**config.mk**
```make
export PLATFORM = sky130hd
export DESIGN_NAME = ram_dat_ctrl
export DESIGN_NICKNAME = d
export VERILOG_FILES = /design/src/rtl/ram_dat_ctrl.sv
export SDC_FILE = /design/constraint.sdc
export NUM_CORES = 1
export LEC_CHECK = 0
export CORE_MARGIN = 10
export CORE_UTILIZATION = 35
export DETAILED_ROUTE_END_ITERATION = 8
export PLACE_DENSITY_LB_ADDON = 0.12
export SLEW_MARGIN = 20
export SYNTH_ARGS = -nofsm -noshare
export SYNTH_HDL_FRONTEND = slang
export SYNTH_SLANG_ARGS = --single-unit
```
**constraint.sdc**
```tcl
create_clock -name clk -period 2.8 [get_ports clk]
set_clock_uncertainty 0.2 [all_clocks]
set_input_delay 0.56 -clock clk [delete_from_list [all_inputs] [get_ports clk]]
set_output_delay 0.56 -clock clk [all_outputs]
set_load 0.01 [all_outputs]
```
**src/rtl/ram_dat_ctrl.sv**
```systemverilog
// Data RAM sequencer: arbitrates CPU word accesses, line fills and line evictions
// onto the shared per-way RAM command port and steers read data back.
module ram_dat_ctrl #(
  parameter int WAYS_N     = 4,
  parameter int SETS_N     = 32,
  parameter int LINE_WORDS = 8,
  parameter int W          = 32,
  parameter int ADDR_W     = $clog2(SETS_N*LINE_WORDS)
) (
  input  logic                        clk,
  input  logic                        rst,
  input  logic                        cpu_req_valid,
  output logic                        cpu_req_ready,
  input  logic [$clog2(WAYS_N)-1:0]   cpu_req_way,
  input  logic                        cpu_req_wen,
  input  logic [ADDR_W-1:0]           cpu_req_addr,
  input  logic [W-1:0]                cpu_req_wdata,
  output logic                        cpu_resp_valid,
  output logic [W-1:0]                cpu_resp_rdata,
  input  logic                        fill_start,
  input  logic [$clog2(WAYS_N)-1:0]   fill_way,
  input  logic [$clog2(SETS_N)-1:0]   fill_set,
  input  logic                        fill_data_valid,
  output logic                        fill_data_ready,
  input  logic [W-1:0]                fill_data,
  output logic                        fill_done,
  input  logic                        evict_start,
  input  logic [$clog2(WAYS_N)-1:0]   evict_way,
  input  logic [$clog2(SETS_N)-1:0]   evict_set,
  output logic                        evict_data_valid,
  input  logic                        evict_data_ready,
  output logic [W-1:0]                evict_data,
  output logic                        evict_last,
  output logic                        busy,
  output logic [WAYS_N-1:0]           ram_en,
  output logic [WAYS_N-1:0]           ram_wen,
  output logic [ADDR_W-1:0]           ram_addr,
  output logic [W-1:0]                ram_wdata,
  input  logic [WAYS_N*W-1:0]         ram_rdata
);

  localparam int WAY_W = $clog2(WAYS_N);
  localparam int SET_W = $clog2(SETS_N);
  localparam int CNT_W = $clog2(LINE_WORDS);
  localparam logic [CNT_W-1:0] LAST = CNT_W'(LINE_WORDS-1);

  typedef enum logic [1:0] {S_IDLE, S_FILL, S_EVICT_RD, S_EVICT_WT} state_t;

  state_t             r_state, w_next;
  logic [CNT_W-1:0]   r_cnt;
  logic [WAY_W-1:0]   r_way, r_pend_way, r_resp_way;
  logic [SET_W-1:0]   r_set, r_pend_set;
  logic               r_pend;
  logic               r_resp_valid;
  logic               r_ev_valid, r_ev_first, r_ev_last;
  logic [W-1:0]       r_ev_data;

  logic               w_cpu_acc, w_fill_beat, w_ev_hs, w_cnt_last;
  logic               w_en_sel, w_wen_sel;
  logic [WAY_W-1:0]   w_way_sel;
  logic [W-1:0]       w_rd_way;

  assign w_cnt_last  = (r_cnt == LAST);
  assign w_cpu_acc   = cpu_req_valid && cpu_req_ready;
  assign w_fill_beat = (r_state == S_FILL) && fill_data_valid;
  assign w_ev_hs     = (r_state == S_EVICT_WT) && r_ev_valid && evict_data_ready;
  assign w_rd_way    = ram_rdata[r_way*W +: W];

  assign cpu_req_ready   = (r_state == S_IDLE) && !fill_start && !evict_start && !r_pend;
  assign cpu_resp_valid  = r_resp_valid;
  assign cpu_resp_rdata  = ram_rdata[r_resp_way*W +: W];
  assign fill_data_ready = (r_state == S_FILL);
  assign fill_done       = w_fill_beat && w_cnt_last;
  assign busy            = (r_state != S_IDLE) || r_pend;
  assign evict_data_valid = r_ev_valid;
  assign evict_last      = r_ev_last;
  // First beat cycle forwards the RAM output; later stall cycles replay the captured copy.
  assign evict_data      = r_ev_first ? w_rd_way : r_ev_data;

  assign ram_en  = w_en_sel ? (WAYS_N'(1) << w_way_sel) : '0;
  assign ram_wen = (w_en_sel && w_wen_sel) ? (WAYS_N'(1) << w_way_sel) : '0;

  always_comb begin
    w_next    = r_state;
    w_en_sel  = 1'b0;
    w_wen_sel = 1'b0;
    w_way_sel = r_way;
    ram_addr  = {r_set, r_cnt};
    ram_wdata = fill_data;
    unique case (r_state)
      S_IDLE: begin
        if (r_pend)           w_next = S_FILL;
        else if (evict_start) w_next = S_EVICT_RD;
        else if (fill_start)  w_next = S_FILL;
        if (w_cpu_acc) begin
          w_en_sel  = 1'b1;
          w_wen_sel = cpu_req_wen;
          w_way_sel = cpu_req_way;
          ram_addr  = cpu_req_addr;
          ram_wdata = cpu_req_wdata;
        end
      end
      S_FILL: begin
        if (fill_data_valid) begin
          w_en_sel  = 1'b1;
          w_wen_sel = 1'b1;
          if (w_cnt_last) w_next = S_IDLE;
        end
      end
      S_EVICT_RD: begin
        w_en_sel = 1'b1;
        w_next   = S_EVICT_WT;
      end
      S_EVICT_WT: begin
        if (w_ev_hs) begin
          if (w_cnt_last) w_next = r_pend ? S_FILL : S_IDLE;
          else            w_next = S_EVICT_RD;
        end
      end
    endcase
  end

  always_ff @(posedge clk) begin
    if (rst) begin
      r_state      <= S_IDLE;
      r_cnt        <= '0;
      r_way        <= '0;
      r_set        <= '0;
      r_pend       <= 1'b0;
      r_pend_way   <= '0;
      r_pend_set   <= '0;
      r_resp_valid <= 1'b0;
      r_resp_way   <= '0;
      r_ev_valid   <= 1'b0;
      r_ev_first   <= 1'b0;
      r_ev_last    <= 1'b0;
      r_ev_data    <= '0;
    end else begin
      r_state      <= w_next;
      r_resp_valid <= w_cpu_acc && !cpu_req_wen;
      if (w_cpu_acc) r_resp_way <= cpu_req_way;

      r_ev_first <= (r_state == S_EVICT_RD);
      if (r_ev_first) r_ev_data <= w_rd_way;
      if (r_state == S_EVICT_RD) begin
        r_ev_valid <= 1'b1;
        r_ev_last  <= w_cnt_last;
      end else if (w_ev_hs) begin
        r_ev_valid <= 1'b0;
        r_ev_last  <= 1'b0;
      end

      if (w_fill_beat || w_ev_hs) r_cnt <= w_cnt_last ? '0 : r_cnt + CNT_W'(1);

      unique case (r_state)
        S_IDLE: begin
          if (r_pend) begin
            r_way  <= r_pend_way;
            r_set  <= r_pend_set;
            r_pend <= 1'b0;
          end else if (evict_start) begin
            r_way <= evict_way;
            r_set <= evict_set;
            if (fill_start) begin
              r_pend     <= 1'b1;
              r_pend_way <= fill_way;
              r_pend_set <= fill_set;
            end
          end else if (fill_start) begin
            r_way <= fill_way;
            r_set <= fill_set;
          end
        end
        S_EVICT_RD, S_EVICT_WT: begin
          if (w_ev_hs && w_cnt_last && r_pend) begin
            r_way  <= r_pend_way;
            r_set  <= r_pend_set;
            r_pend <= 1'b0;
          end else if (fill_start && !r_pend) begin
            r_pend     <= 1'b1;
            r_pend_way <= fill_way;
            r_pend_set <= fill_set;
          end
        end
        default: ;
      endcase
    end
  end

endmodule

```
==> metrics.log <==
INFO  metric switchingPower = 1.11 mW
INFO  metric num_rows = 41
INFO  metric ys_seq_elements = 58
INFO  metric synth_most_common_cell = mux2_2
INFO  metric synth_area_per_cell = 11.7 um^2
INFO  metric switching_share = 0.299
INFO  metric synth_simple_gate_area_share = 0.113
INFO  metric crit-reg2reg-capture = r_set[2]$_SDFFE_PP0P_
INFO  metric syn_area = 4560 um^2
INFO  metric maxCapViolCount = 0
INFO  metric detail_route.wirelength.met1 = 7370 um
INFO  metric r2r-start = r_cnt[0]$_SDFFE_PP0P_
INFO  metric top_metal_layer_carrying_routed_signals = met5
INFO  metric fin_hold_ws = 0.257 ns
INFO  metric timing.reg2reg.setup_slack = 0.55 ns
INFO  metric min_path_type = flop to flop
INFO  metric grt_first_pass_wirelength = 32100 um
INFO  metric cts_buffers = 9
INFO  metric synth-edff-count = 0
INFO  metric layout.filler_cells = 990
INFO  metric drt_wl_total = 21700 um
INFO  metric worstHoldEndpoint = r_set[0]$_SDFFE_PP0P_
INFO  metric numPlacedInstances = 896
INFO  metric vias = 4869
INFO  metric wire_per_inst = 23.3 um
INFO  metric finalNetCount = 980
INFO  metric critPathSlowestCell = mux4_2
INFO  metric seq_power_share = 0.254
INFO  metric clock-sinks = 58
INFO  metric initial_utilization = 0.360
INFO  metric synthMuxAreaShare = 0.526
INFO  metric cell_breakdown_of_the_critical_path = clkdlybuf4s50_1 -> mux4_2 -> mux2_2 -> clkdlybuf4s15_1
INFO  metric die-area = 18000 um^2
INFO  metric first_iter_violations = 272
INFO  metric critPathKind = input pin to output pin
INFO  metric aggregate_global_routing_overflow = 0
INFO  metric number_of_global_route_vias_before_repair = 5478
INFO  metric design_area = 8750 um^2
INFO  metric max_slew.worst_pin.slew = 0.700 ns
INFO  metric p_total = 3.73 mW
INFO  metric dp_hpwl = 17500 um
INFO  metric post_synth_fa_ha_maj_area_fraction = 0.00548
INFO  metric antenna_left = 0
INFO  metric power.ir.vdd_worst = 0.000273 V
INFO  metric final-seq-area = 1170 um^2
INFO  metric critical_path_arrival = 2.04 ns
INFO  metric power_frac_comb = 0.477
INFO  metric synthesis.nets = 615
INFO  metric hp-start = r_set[0]$_SDFFE_PP0P_
INFO  metric synth.top_cell.area_share = 0.316
INFO  metric power.leakage = 3.45 nW
INFO  metric cts_root_buf = clkbuf_16
INFO  metric synthFlopType = dfxtp_1
INFO  metric hold_viol = 0
INFO  metric gpl.final_weighted_congestion = 0.882
INFO  metric min_path_cells = 2
INFO  metric clock_latency = 0.32 ns
INFO  metric grt_antenna_before_repair = 4
INFO  metric grt_max_degree = 59
INFO  metric buffers_and_inverters_on_the_worst_path = 2
INFO  metric internal_power = 2.61 mW
INFO  metric dr_wl_met3 = 2350 um
INFO  metric timing.critical_path.required = 2.04 ns
INFO  metric cpPeakStageDelay = 0.48 ns
INFO  metric final_setup_violation_count = 0
INFO  metric critPathLaunchType = input pin
INFO  metric met2_length = 11400 um
INFO  metric synth_top_family_by_area = multiplexers
INFO  metric place_worst_setup_slack = -0.341 ns
INFO  metric flow.area_growth_from_synthesis = 91.8%
INFO  metric netlist_top_cells_count = mux2_2, mux4_2, dfxtp_1, nor2b_1, nand2_1
INFO  metric gr-usage-all-layers = 0.229
INFO  metric async_flop_share = 0
INFO  metric detail_route.drc_violations = 0
INFO  metric pin_count = 343
INFO  metric routed_vias_inst = 5.22
INFO  metric fin_ws = 0.00485 ns
INFO  metric yosysTopAreaCell = mux4_2
INFO  metric pwr_density_cell = 426 nW/um^2
INFO  metric slew_violations = 0
INFO  metric r2r_cells = 6
INFO  metric synth-compound-area-share = 0.0576
INFO  metric dpl_cell_area = 8340 um^2
INFO  metric yosysUniqueCellTypes = 34
INFO  metric critical-path-top-delay-family = multiplexers
INFO  metric core = 12700 um^2
INFO  metric worst_setup_path_end_kind = output pin
INFO  metric area_occupied_by_multi_input_gates = 3280 um^2
INFO  metric clock_power_share = 0.269
INFO  metric synth-xor-area-share = 0
INFO  metric final_period_minus_worst_setup_slack = 2.80 ns
INFO  metric outcome = finished, final reports clean
INFO  metric synth.area.top_cells = mux4_2, dfxtp_1, mux2_2, nor2b_1, mux2i_1
INFO  metric yosys_warnings = 0
INFO  metric die_w = 134 um
INFO  metric timing.fmax = 0.358 GHz
INFO  metric post-route-period-util = 0.998
INFO  metric synthesis.instances = 389
INFO  metric cts_tree = done
INFO  metric buffer_ports.inserted = 342
INFO  metric cts-hold-fix-buffers = 0
INFO  metric dieHeight = 134 um
INFO  metric cts.clk_slew.worst_paths = 0.05 ns
INFO  metric layout-drive-gt1-share = 0.331
INFO  metric synth_seq_area_share = 0.254
INFO  metric fin_setup_tns = 0 ns
INFO  metric instances_no_fill = 933
INFO  metric critical_path_peak_fanout = 2
INFO  metric cts_htree_levels = 3
INFO  metric drt_first_pass_iters = 4
INFO  metric slew_headroom = 0.534
INFO  metric max-clock-path-buffers = 2
INFO  metric finish.utilization = 0.691
## power by group through the flow
stage | combinational, mW | sequential (mW) | clock, mW
2_1_floorplan | 0.831 | 0.942 | 0
3_3_place_gp | 1.70 | 0.956 | 0
3_5_place_dp | 1.73 | 0.960 | 0
4_1_cts | 1.78 | 0.943 | 1.03
5_1_grt | 1.90 | 0.953 | 1.06
6_report | 1.78 | 0.947 | 1.00
## registers in the layout, summed over array words and instances, names as in the netlist
signal,cells
r_pend_set,5
cpu_resp_valid,1
evict_last,1
r_pend_way,2
r_set,5
evict_data_valid,1
r_way,2
r_resp_way,2
r_ev_data,32
r_ev_first,1
r_cnt,3
r_state,2
r_pend,1
## layer usage
metal,track usage,vias up
met5,0,-
met4,0.0756,2
met3,0.106,34
met2,0.424,245
met1,0.219,2341
li1,-,2247
## repair_timing
action / 4_1_cts / 5_1_grt
resized for setup: 181 / 38
setup endpoints to repair: 83 / 37
buffers inserted: 17 / 1
cloned: 2 / 1
pin swaps: 2 / 1
## tightest hold or removal path: stages (launching register included)
cell and delay, ns:
dfxtp_1 0.31, nand2_1 0.05, a21oi_1 0.05
## cells in the final DEF, fill, tap and decap left out, types with 2 or more instances in the layout
cell / count
clkdlybuf4s50_1: 254
mux2_2: 70
mux4_2: 64
dfxtp_1: 53
nor2b_1: 37
dlygate4sd2_1: 36
buf_4: 29
nand2_1: 25
clkdlybuf4s15_1: 19
a21oi_1: 16
buf_2: 16
mux2i_1: 15
nor2_1: 14
clkbuf_2: 13
buf_12: 12
clkbuf_16: 10
o211ai_1: 7
buf_6: 7
o22ai_1: 5
nand2b_1: 4
dfxtp_2: 4
diode_2: 3
nor3_1: 3
clkinv_2: 3
mux2_4: 2
o22ai_2: 2
or2_2: 2
o32ai_2: 2
and3_1: 2
nand4_1: 2
o21ai_0: 2
nand3_1: 2
ha_1: 2
clkbuf_8: 2
## area by class of cell
| cell class | instances | area share |
|---|---|---|
| Clock buffer | 12 | 0.0293 |
| Antenna cell | 3 | 0.000858 |
| Clock inverter | 3 | 0.00172 |
| Tap cell | 172 | 0.0246 |
| Inverter | 1 | 0.000429 |
| Timing Repair Buffer | 390 | 0.435 |
| Sequential cell | 58 | 0.134 |
| Multi-Input combinational cell | 294 | 0.374 |
## worst max path at each step
stage,from,to,depth (start not counted)
after floorplan,r_pend$_SDFFE_PP0P_,ram_wen[3],5
after global placement,fill_data_valid,ram_en[0],6
after detailed placement,fill_data_valid,ram_en[0],6
after CTS,ram_rdata[112],evict_data[16],4
after global routing,ram_rdata[115],evict_data[19],4
final,ram_rdata[115],evict_data[19],4
## cell families after synthesis
logic type,count (synthesis)
simple gates,100
flops,58
fa+ha+maj,2
mux,151
compound gates,41
buf+inv,37
No activity file was read; power rests on OpenSTA's default activity.
